File: src/rtl/led_mode_select.sv
// LED mode selector: debounced mode/brightness keys, mode mux and PWM dimming.
module led_mode_select #(
  parameter int unsigned DEB_CYCLES = 240000
) (
  input  logic       clk,
  input  logic       rst_n,
  input  logic       key_mode_n,
  input  logic       key_bri_n,
  input  logic [7:0] led_m0,
  input  logic [7:0] led_m1,
  input  logic [7:0] led_m2,
  input  logic [7:0] led_m3,
  output logic [7:0] led_out,
  output logic [1:0] mode,
  output logic       mode_chg
);

  localparam int unsigned NKEY  = 2;
  localparam int unsigned CNT_W = (DEB_CYCLES > 1) ? $clog2(DEB_CYCLES) : 1;
  localparam int unsigned DUTY_W = 9;
  localparam logic [CNT_W-1:0] CNT_MAX = CNT_W'(DEB_CYCLES - 1);

  // Bit 0 is the mode key, bit 1 the brightness key.
  logic [NKEY-1:0]            key_raw;
  logic [NKEY-1:0]            sync1;
  logic [NKEY-1:0]            sync2;
  logic [NKEY-1:0]            stable;
  logic [NKEY-1:0]            stable_d;
  logic [NKEY-1:0][CNT_W-1:0] deb_cnt;
  logic [NKEY-1:0]            press_c;
  logic [1:0]                 level;
  logic [7:0]                 pwm_cnt;
  logic [DUTY_W-1:0]          duty_c;
  logic                       pwm_on_c;
  logic [7:0]                 led_sel_c;

  assign key_raw = {key_bri_n, key_mode_n};

  // Two-flop synchronizers; idle (released) level is 1.
  always_ff @(posedge clk or negedge rst_n) begin
    if (!rst_n) begin
      sync1 <= '1;
      sync2 <= '1;
    end else begin
      sync1 <= key_raw;
      sync2 <= sync1;
    end
  end

  // Debouncers: accept a new level only after DEB_CYCLES consecutive differing samples.
  always_ff @(posedge clk or negedge rst_n) begin
    if (!rst_n) begin
      stable  <= '1;
      deb_cnt <= '0;
    end else begin
      for (int i = 0; i < int'(NKEY); i++) begin
        if (sync2[i] == stable[i]) begin
          deb_cnt[i] <= '0;
        end else if (deb_cnt[i] == CNT_MAX) begin
          stable[i]  <= sync2[i];
          deb_cnt[i] <= '0;
        end else begin
          deb_cnt[i] <= deb_cnt[i] + CNT_W'(1);
        end
      end
    end
  end

  // Previous debounced level, used to find the 1->0 (press) transition.
  always_ff @(posedge clk or negedge rst_n) begin
    if (!rst_n) begin
      stable_d <= '1;
    end else begin
      stable_d <= stable;
    end
  end

  assign press_c = stable_d & ~stable;

  // Mode and brightness level stepping; mode_chg pulses with each mode step.
  always_ff @(posedge clk or negedge rst_n) begin
    if (!rst_n) begin
      mode     <= 2'd0;
      mode_chg <= 1'b0;
      level    <= 2'd0;
    end else begin
      mode_chg <= press_c[0];
      if (press_c[0]) begin
        mode <= mode + 2'd1;
      end
      if (press_c[1]) begin
        level <= level + 2'd1;
      end
    end
  end

  // Free-running PWM counter, never disturbed by level changes.
  always_ff @(posedge clk or negedge rst_n) begin
    if (!rst_n) begin
      pwm_cnt <= 8'd0;
    end else begin
      pwm_cnt <= pwm_cnt + 8'd1;
    end
  end

  // Duty per level (out of 256) and pattern select for the current mode.
  always_comb begin
    duty_c    = DUTY_W'(256);
    led_sel_c = led_m0;
    case (level)
      2'd0:    duty_c = DUTY_W'(256);
      2'd1:    duty_c = DUTY_W'(128);
      2'd2:    duty_c = DUTY_W'(64);
      default: duty_c = DUTY_W'(16);
    endcase
    case (mode)
      2'd0:    led_sel_c = led_m0;
      2'd1:    led_sel_c = led_m1;
      2'd2:    led_sel_c = led_m2;
      default: led_sel_c = led_m3;
    endcase
  end

  assign pwm_on_c = ({1'b0, pwm_cnt} < duty_c);

  // Registered LED drive, gated by the PWM phase.
  always_ff @(posedge clk or negedge rst_n) begin
    if (!rst_n) begin
      led_out <= 8'h00;
    end else begin
      led_out <= pwm_on_c ? led_sel_c : 8'h00;
    end
  end

endmodule

File: config.mk
export PLATFORM = sky130hd
export DESIGN_NAME = led_mode_select
export DESIGN_NICKNAME = d
export VERILOG_FILES = /design/src/rtl/led_mode_select.sv
export SDC_FILE = /design/constraint.sdc
export NUM_CORES = 1
export LEC_CHECK = 0
export CAP_MARGIN = 40
export CORE_ASPECT_RATIO = 2
export CORE_MARGIN = 2
export CORE_UTILIZATION = 54
export DETAILED_ROUTE_END_ITERATION = 16
export PLACE_DENSITY = 0.8
export SYNTH_ARGS = -nofsm -noshare
export SYNTH_HDL_FRONTEND = slang
export SYNTH_SLANG_ARGS = --single-unit
export TNS_END_PERCENT = 5
File: constraint.sdc
create_clock -name clk -period 1.91 [get_ports clk]
set_input_delay 0.382 -clock clk [delete_from_list [all_inputs] [get_ports clk]]
set_output_delay 0.382 -clock clk [all_outputs]
set_load 0.05 [all_outputs]
==> qor.txt, run 1 <==
yosys warns - 0
critical path launch point type - flip-flop
IO buf count - 46
fmax - 0.5434 GHz
Final Max Slew Viols - 0
initial antenna violation count - 0
status - finished clean
max_slew headroom - 0.6573
Yosys top cell area share - 0.4586
global-route wire length before repair - 10590 um
ant diodes - 0
DP Cell Count - 390
CP max-delay cell - clkdlybuf4s50_1
maximum vdd drop - 838.3 uV
Crit path required time - 1.53 ns
fillers - 421
largest net degree at the start of global routing - 33
die area - 0.006420 mm^2
Worst Tran Pin Value - 0.5125 ns
CP Cell Sequence - clkdlybuf4s50_1
Crit path max-delay family - buffers and inverters
Hold Slack - 0.3541 ns
Most used DFF post-synth - dfrtp_1
Crit path largest cell delay - 0.80 ns
Detail Route Antenna Nets - 0
I/O pin count - 47
setup repair bufs after CTS - 0
CP Capture Type - output pin
Final setup viols - 0
DRT Wirelength - 6460 um
Tcrit/Tclk final - 0.9634
HP Class - flip-flop to flip-flop
Clock transition at path regs - 0.05 ns
number of synthesized flops with an enable pin - 0
detailed placement HPWL - 4747 um
core box area - 0.005660 mm^2
drt first pass iters - 6
DR vias/cell - 5.781
register area share after synthesis - 0.5261
NumNets Final - 390
Clk Latency, worst-skew pair - 0.33 ns
clock root cell - clkbuf_16
FFs w/ async S/R, synth - 1.000
FF+latch count, synth - 65
gpl congestion - 0.9035
setup repair after global routing missed its margin - false
drt initial violations - 89
P_leak - 1.732 nW
Finished Layout Cells - 407
clock skew after layout - 0.006860 ns
critical setup path kind - flip-flop to output pin
Syn Std Cell Area - 0.003110 mm^2
Data arrival, critical path - 1.46 ns
syn_nets - 340
gr usage total - 0.2190
buffers plus inverters on the worst setup path - 1
Post-Syn Area per Cell - 10.69 um^2
CTS H-tree lvls - 3
Max Cap Violations - 0
clk buf depth - 2
WL per Instance - 15.87 um
cell count after synthesis - 291
Cell Rows - 39
Starting Density - 0.5495
die width - 57.67 um
grt total ovfl - 0
die height - 111.3 um
Critical Path Fanout Max - 1
post-route setup TNS - 0 ns
CTS tree - built
share of post-route cells with drive strength above 1 - 0.1098
cells resized by post-CTS repair - 0
DR vias - 2353
Syn-to-layout area delta - 25.95%
vias in the first global route - 2339
Tmin final - 1.840 ns
DRC viols - 0
Final Hold Vio Count - 0
cts-stage hold buffer count - 1
cts bufs inserted - 9
CTS Sinks - 65
pwr dens - 796.6 mW/mm^2
synth unique cells - 36
area leader, netlist - dfrtp_1
top post-synthesis cells by area - dfrtp_1 46%, dfstp_2 6.8%, xor2_1 5.9%
cells by family after synthesis:
logic type	count (synthesis)	synth area share
DFF	65	0.5261
xor gates and xnor gates	33	0.09292
AOI/OAI and AO/OA	47	0.1010
adders and majority gates	13	0.05229
and+or+nand+nor	107	0.1830
buffers and inverters	23	0.03379
muxes	3	0.01086
layout make-up:
| class | count | area [um^2] | share of cell area |
|---|---|---|---|
| inverters | 10 | 37.54 | 0.009582 |
| clock inverters | 3 | 15.01 | 0.003833 |
| repair buffers | 52 | 523.0 | 0.1335 |
| well taps | 61 | 76.32 | 0.01948 |
| clock buffers | 13 | 260.3 | 0.06643 |
| flip-flops and latches | 65 | 1637 | 0.4178 |
| multi-input cells | 203 | 1369 | 0.3494 |
registers in the layout, indices dropped and copies added (netlist names):
register / count
deb_cnt: 36
mode: 2
mode_chg: 1
level: 2
sync1: 2
pwm_cnt: 8
stable: 2
led_out: 8
sync2: 2
stable_d: 2
layout by cell type (no fill, tap or decap), drive strengths merged, types with 2 or more instances in the layout:
master and n:
dfrtp 57, clkdlybuf4s50 43, nor2 35, a21oi 25, xor2 21, nand3 15, ha 13, nand4 13
clkbuf 13, xnor2 12, nand2 12, inv 10, a222oi 8, dfstp 8, buf 8, o21ai 7
and4 6, and3 6, or3 6, and2 4, o31ai 3, or4 3, mux2 3, clkinv 3
a21o 2, nor4 2
layer usage:
metal  part of all wire  global-route usage
met1               0.38              0.2267
met2               0.57              0.3780
met3              0.022             0.06156
met4              0.029              0.1287
met5                  0                   0
stage by stage:
step / worst slack [ns] / total power, mW / area (um^2) / util
after detailed placement: 0.1398 / 1.662 / 3632 / 0.6417
after CTS: 0.03938 / 3.160 / 3918 / 0.6921
after global routing: 0.03427 / 3.255 / 3918 / 0.6921
after global placement: 0.1792 / 1.659 / 3632 / 0.6417
after floorplan: 0.08252 / 1.524 / 3110 / -
final: 0.06985 / 3.121 / 3918 / 0.6921
report_power, final:
group | internal (mW) | leakage (nW) | switching (mW)
clock network | 0.940 | 0.139 | 0.541
logic | 0.111 | 0.750 | 0.108
registers | 1.41 | 0.842 | 0.0137
total | 2.46 | 1.73 | 0.663
Yosys cell counts, types with 2 or more instances:
cell type   n
nor4_1      2
nor2_1     35
buf_4       2
ha_1       13
nand2_1    11
inv_1      10
xor2_1     21
nand3_1    15
and4_1      6
o31ai_1     3
or4_1       3
nand4_1    12
mux2_2      3
xnor2_1    12
dfstp_2     8
a21oi_1    25
and2_1      4
clkbuf_1    6
dfrtp_1    57
o21ai_0     7
buf_2       3
or3_1       6
and3_1      6
a21o_1      2
a222oi_1    8
path summary, 6_finish.rpt:
check,from,to,slack [ns],cells past startpoint
min in group asynchronous,rst_n,deb_cnt[31],0.49,2
worst max register to register,deb_cnt[27],stable[1],0.12,3
worst min-delay path,sync1[0],sync2[0],0.35,0
worst min register to register,sync1[0],sync2[0],0.35,0
worst max-delay path,led_out[5],led_out[5],0.07,1
max in group asynchronous,rst_n,sync2[1],0.88,3
(Power assumes the default switching activity.)
==> inputs of run 2 (changes only) <==
- CELL_PAD_IN_SITES_DETAIL_PLACEMENT: not set -> 1
- CELL_PAD_IN_SITES_GLOBAL_PLACEMENT: not set -> 1
- CORE_UTILIZATION: 54 -> 42
- PLACE_DENSITY: 0.8 -> not set
- PLACE_DENSITY_LB_ADDON: not set -> 0.1
- SLEW_MARGIN: not set -> 20
==> run 2 against run 1 <==
  * Sequential cell count stayed put
  * Combinational power grew 5%
  * First-iteration DRC count increased by 18%
  * Fmax decreased by 1.6%
  * Highest routed layer unchanged
==> qor.txt, run 2 (synthesized netlist as in run 1, its figures left out) <==
Critical Path Sink - led_out[6]
Max Cap Violations - 0 (unchanged)
Critical Path Fanout Max - 1 (unchanged)
Crit path required time - 1.53 ns (about the same)
setup repair bufs after CTS - 0 (unchanged)
DP Cell Count - 425 (+9.0%)
fin worst setup slack - 0.04007 ns (-0.02978 ns)
buffers plus inverters on the worst setup path - 1 (unchanged)
post-route setup TNS - 0 ns (unchanged)
Tmin final - 1.870 ns (+0.02978 ns)
Final setup viols - 0 (unchanged)
I/O pin count - 47 (unchanged)
Final Hold Vio Count - 0 (unchanged)
HP Class - input pin to async pin
DR vias - 2387 (+1.4%)
met3 Use GR - 0.05357 (-0.007985)
Worst Tran Pin Value - 0.5531 ns (+0.04066 ns)
IO buf count - 46 (unchanged)
Hold Slack - 0.04499 ns (-0.3091 ns)
gpl congestion - 0.8152 (-9.8%)
DRT Wirelength - 7474 um (+16%)
initial antenna violation count - 0 (unchanged)
detailed placement HPWL - 5647 um (+19%)
Syn-to-layout area delta - 27.76%
CP Capture Type - output pin
critical setup path kind - flip-flop to output pin
Starting Density - 0.4313 (-0.1182)
CP max-delay cell - clkdlybuf4s50_1
Reg with most FFs - deb_cnt
drt first pass iters - 5 (-1)
clock skew after layout - 0.004914 ns (-0.001946 ns)
P_leak - 1.750 nW (+1.1%)
met2 usage - 0.4002 (+0.02221)
commonest cells after routing, fill and taps aside - 57 x dfrtp_1, 42 x clkdlybuf4s50_1, 35 x nor2_1
cts bufs inserted - 9 (unchanged)
critical path launch point type - flip-flop
status - finished clean
global-route wire length before repair - 12830 um (+21%)
DR vias/cell - 5.413 (-6.4%)
die area - 0.008152 mm^2 (+27%)
Worst Reg-to-Reg Cells - 5 (+2)
Crit path max-delay family - buffers and inverters
fmax - 0.5348 GHz (-1.6%)
largest net degree at the start of global routing - 26 (-21%)
WL per Instance - 16.95 um (+6.8%)
Final Max Slew Viols - 0 (unchanged)
worst r2r src - level[0]
Crit Reg-Reg Endpoint - led_out[7]
max_slew headroom - 0.6313 (-0.02603)
DRC viols - 0 (unchanged)
Worst Setup SP - led_out[6]
r2r setup slk - 0.17 ns (+0.05 ns)
Clock transition at path regs - 0.05 ns (about the same)
CTS tree - built
Detail Route Antenna Nets - 0 (unchanged)
ant diodes - 0 (unchanged)
NumNets Final - 393 (+0.77%)
share of post-route cells with drive strength above 1 - 0.1232 (+0.01338)
die width - 64.85 um (+12%)
pwr dens - 790.4 mW/mm^2 (-0.78%)
core box area - 0.007212 mm^2 (+27%)
Largest register FFs - 36 (unchanged)
CP Cell Sequence - clkdlybuf4s50_1
top flop regs - deb_cnt (36), led_out (8), pwm_cnt (8)
CTS H-tree lvls - 3 (unchanged)
grt total ovfl - 0 (unchanged)
vias in the first global route - 2713 (+16%)
Crit. path cell count - 1 (unchanged)
met1 global-route usage - 0.2006 (-0.02615)
Clk Latency, worst-skew pair - 0.33 ns (about the same)
clock root cell - clkbuf_16
drt initial violations - 105 (+18%)
die height - 125.7 um (+13%)
cts-stage hold buffer count - 0 (-1)
setup repair after global routing missed its margin - false
Tcrit/Tclk final - 0.9790 (+0.01559)
commonest non-fill, non-tap cell in the layout - dfrtp_1
Finished Layout Cells - 441 (+8.4%)
fillers - 775 (+84%)
Data arrival, critical path - 1.49 ns (+0.03 ns)
GRT busiest layer - met2
clk buf depth - 2 (unchanged)
cells resized by post-CTS repair - 0 (unchanged)
post-place setup slack - 0.1601 ns (+0.02039 ns)
Crit path largest cell delay - 0.81 ns (about the same)
maximum vdd drop - 693.0 uV (-17%)
CTS Sinks - 65 (unchanged)
Cell Rows - 44 (+13%)
gr usage total - 0.2085 (-0.01050)
-- run 2: worst min path at each step --
| stage | to | slack [ns] | depth (start not counted) |
|---|---|---|---|
| 2_1_floorplan | deb_cnt[0] | 0.09 | 0 |
| 3_3_place_gp | sync2[0] | 0.35 | 0 |
| 3_5_place_dp | sync2[0] | 0.35 | 0 |
| 4_1_cts | mode_chg | 0.05 | 1 |
| 5_1_grt | mode_chg | 0.07 | 1 |
| 6_report | mode_chg | 0.04 | 1 |
-- run 2: through the flow --
stage / utilization / area [um^2] / power, mW
6_report: 0.5510 / 3974 / 3.141
2_1_floorplan: - / 3110 / 1.524
5_1_grt: 0.5510 / 3974 / 3.269
4_1_cts: 0.5510 / 3974 / 3.188
3_5_place_dp: 0.5128 / 3699 / 1.674
3_3_place_gp: 0.5128 / 3699 / 1.670
-- run 2: power by group --
| part | leakage, nW | switching [mW] | internal (mW) |
|---|---|---|---|
| clock network | 0.139 | 0.551 | 0.941 |
| logic | 0.769 | 0.117 | 0.115 |
| registers | 0.842 | 0.0109 | 1.41 |
-- run 2: metal layers --
metal / part of all wire / wire length (um)
met5: 0 / 0
met4: 0.024 / 179
met3: 0.029 / 216
met2: 0.60 / 4484
met1: 0.35 / 2594
-- run 2: area by class of cell --
cell class	count	area, um^2	share of cell area
timing repair buffer	55	540.5	0.1360
tap	92	115.1	0.02897
multi-input combinational	203	1369	0.3445
sequential	65	1637	0.4118
clock buffer	13	260.3	0.06549
inverter	10	37.54	0.009446
clock inverter	3	15.01	0.003778
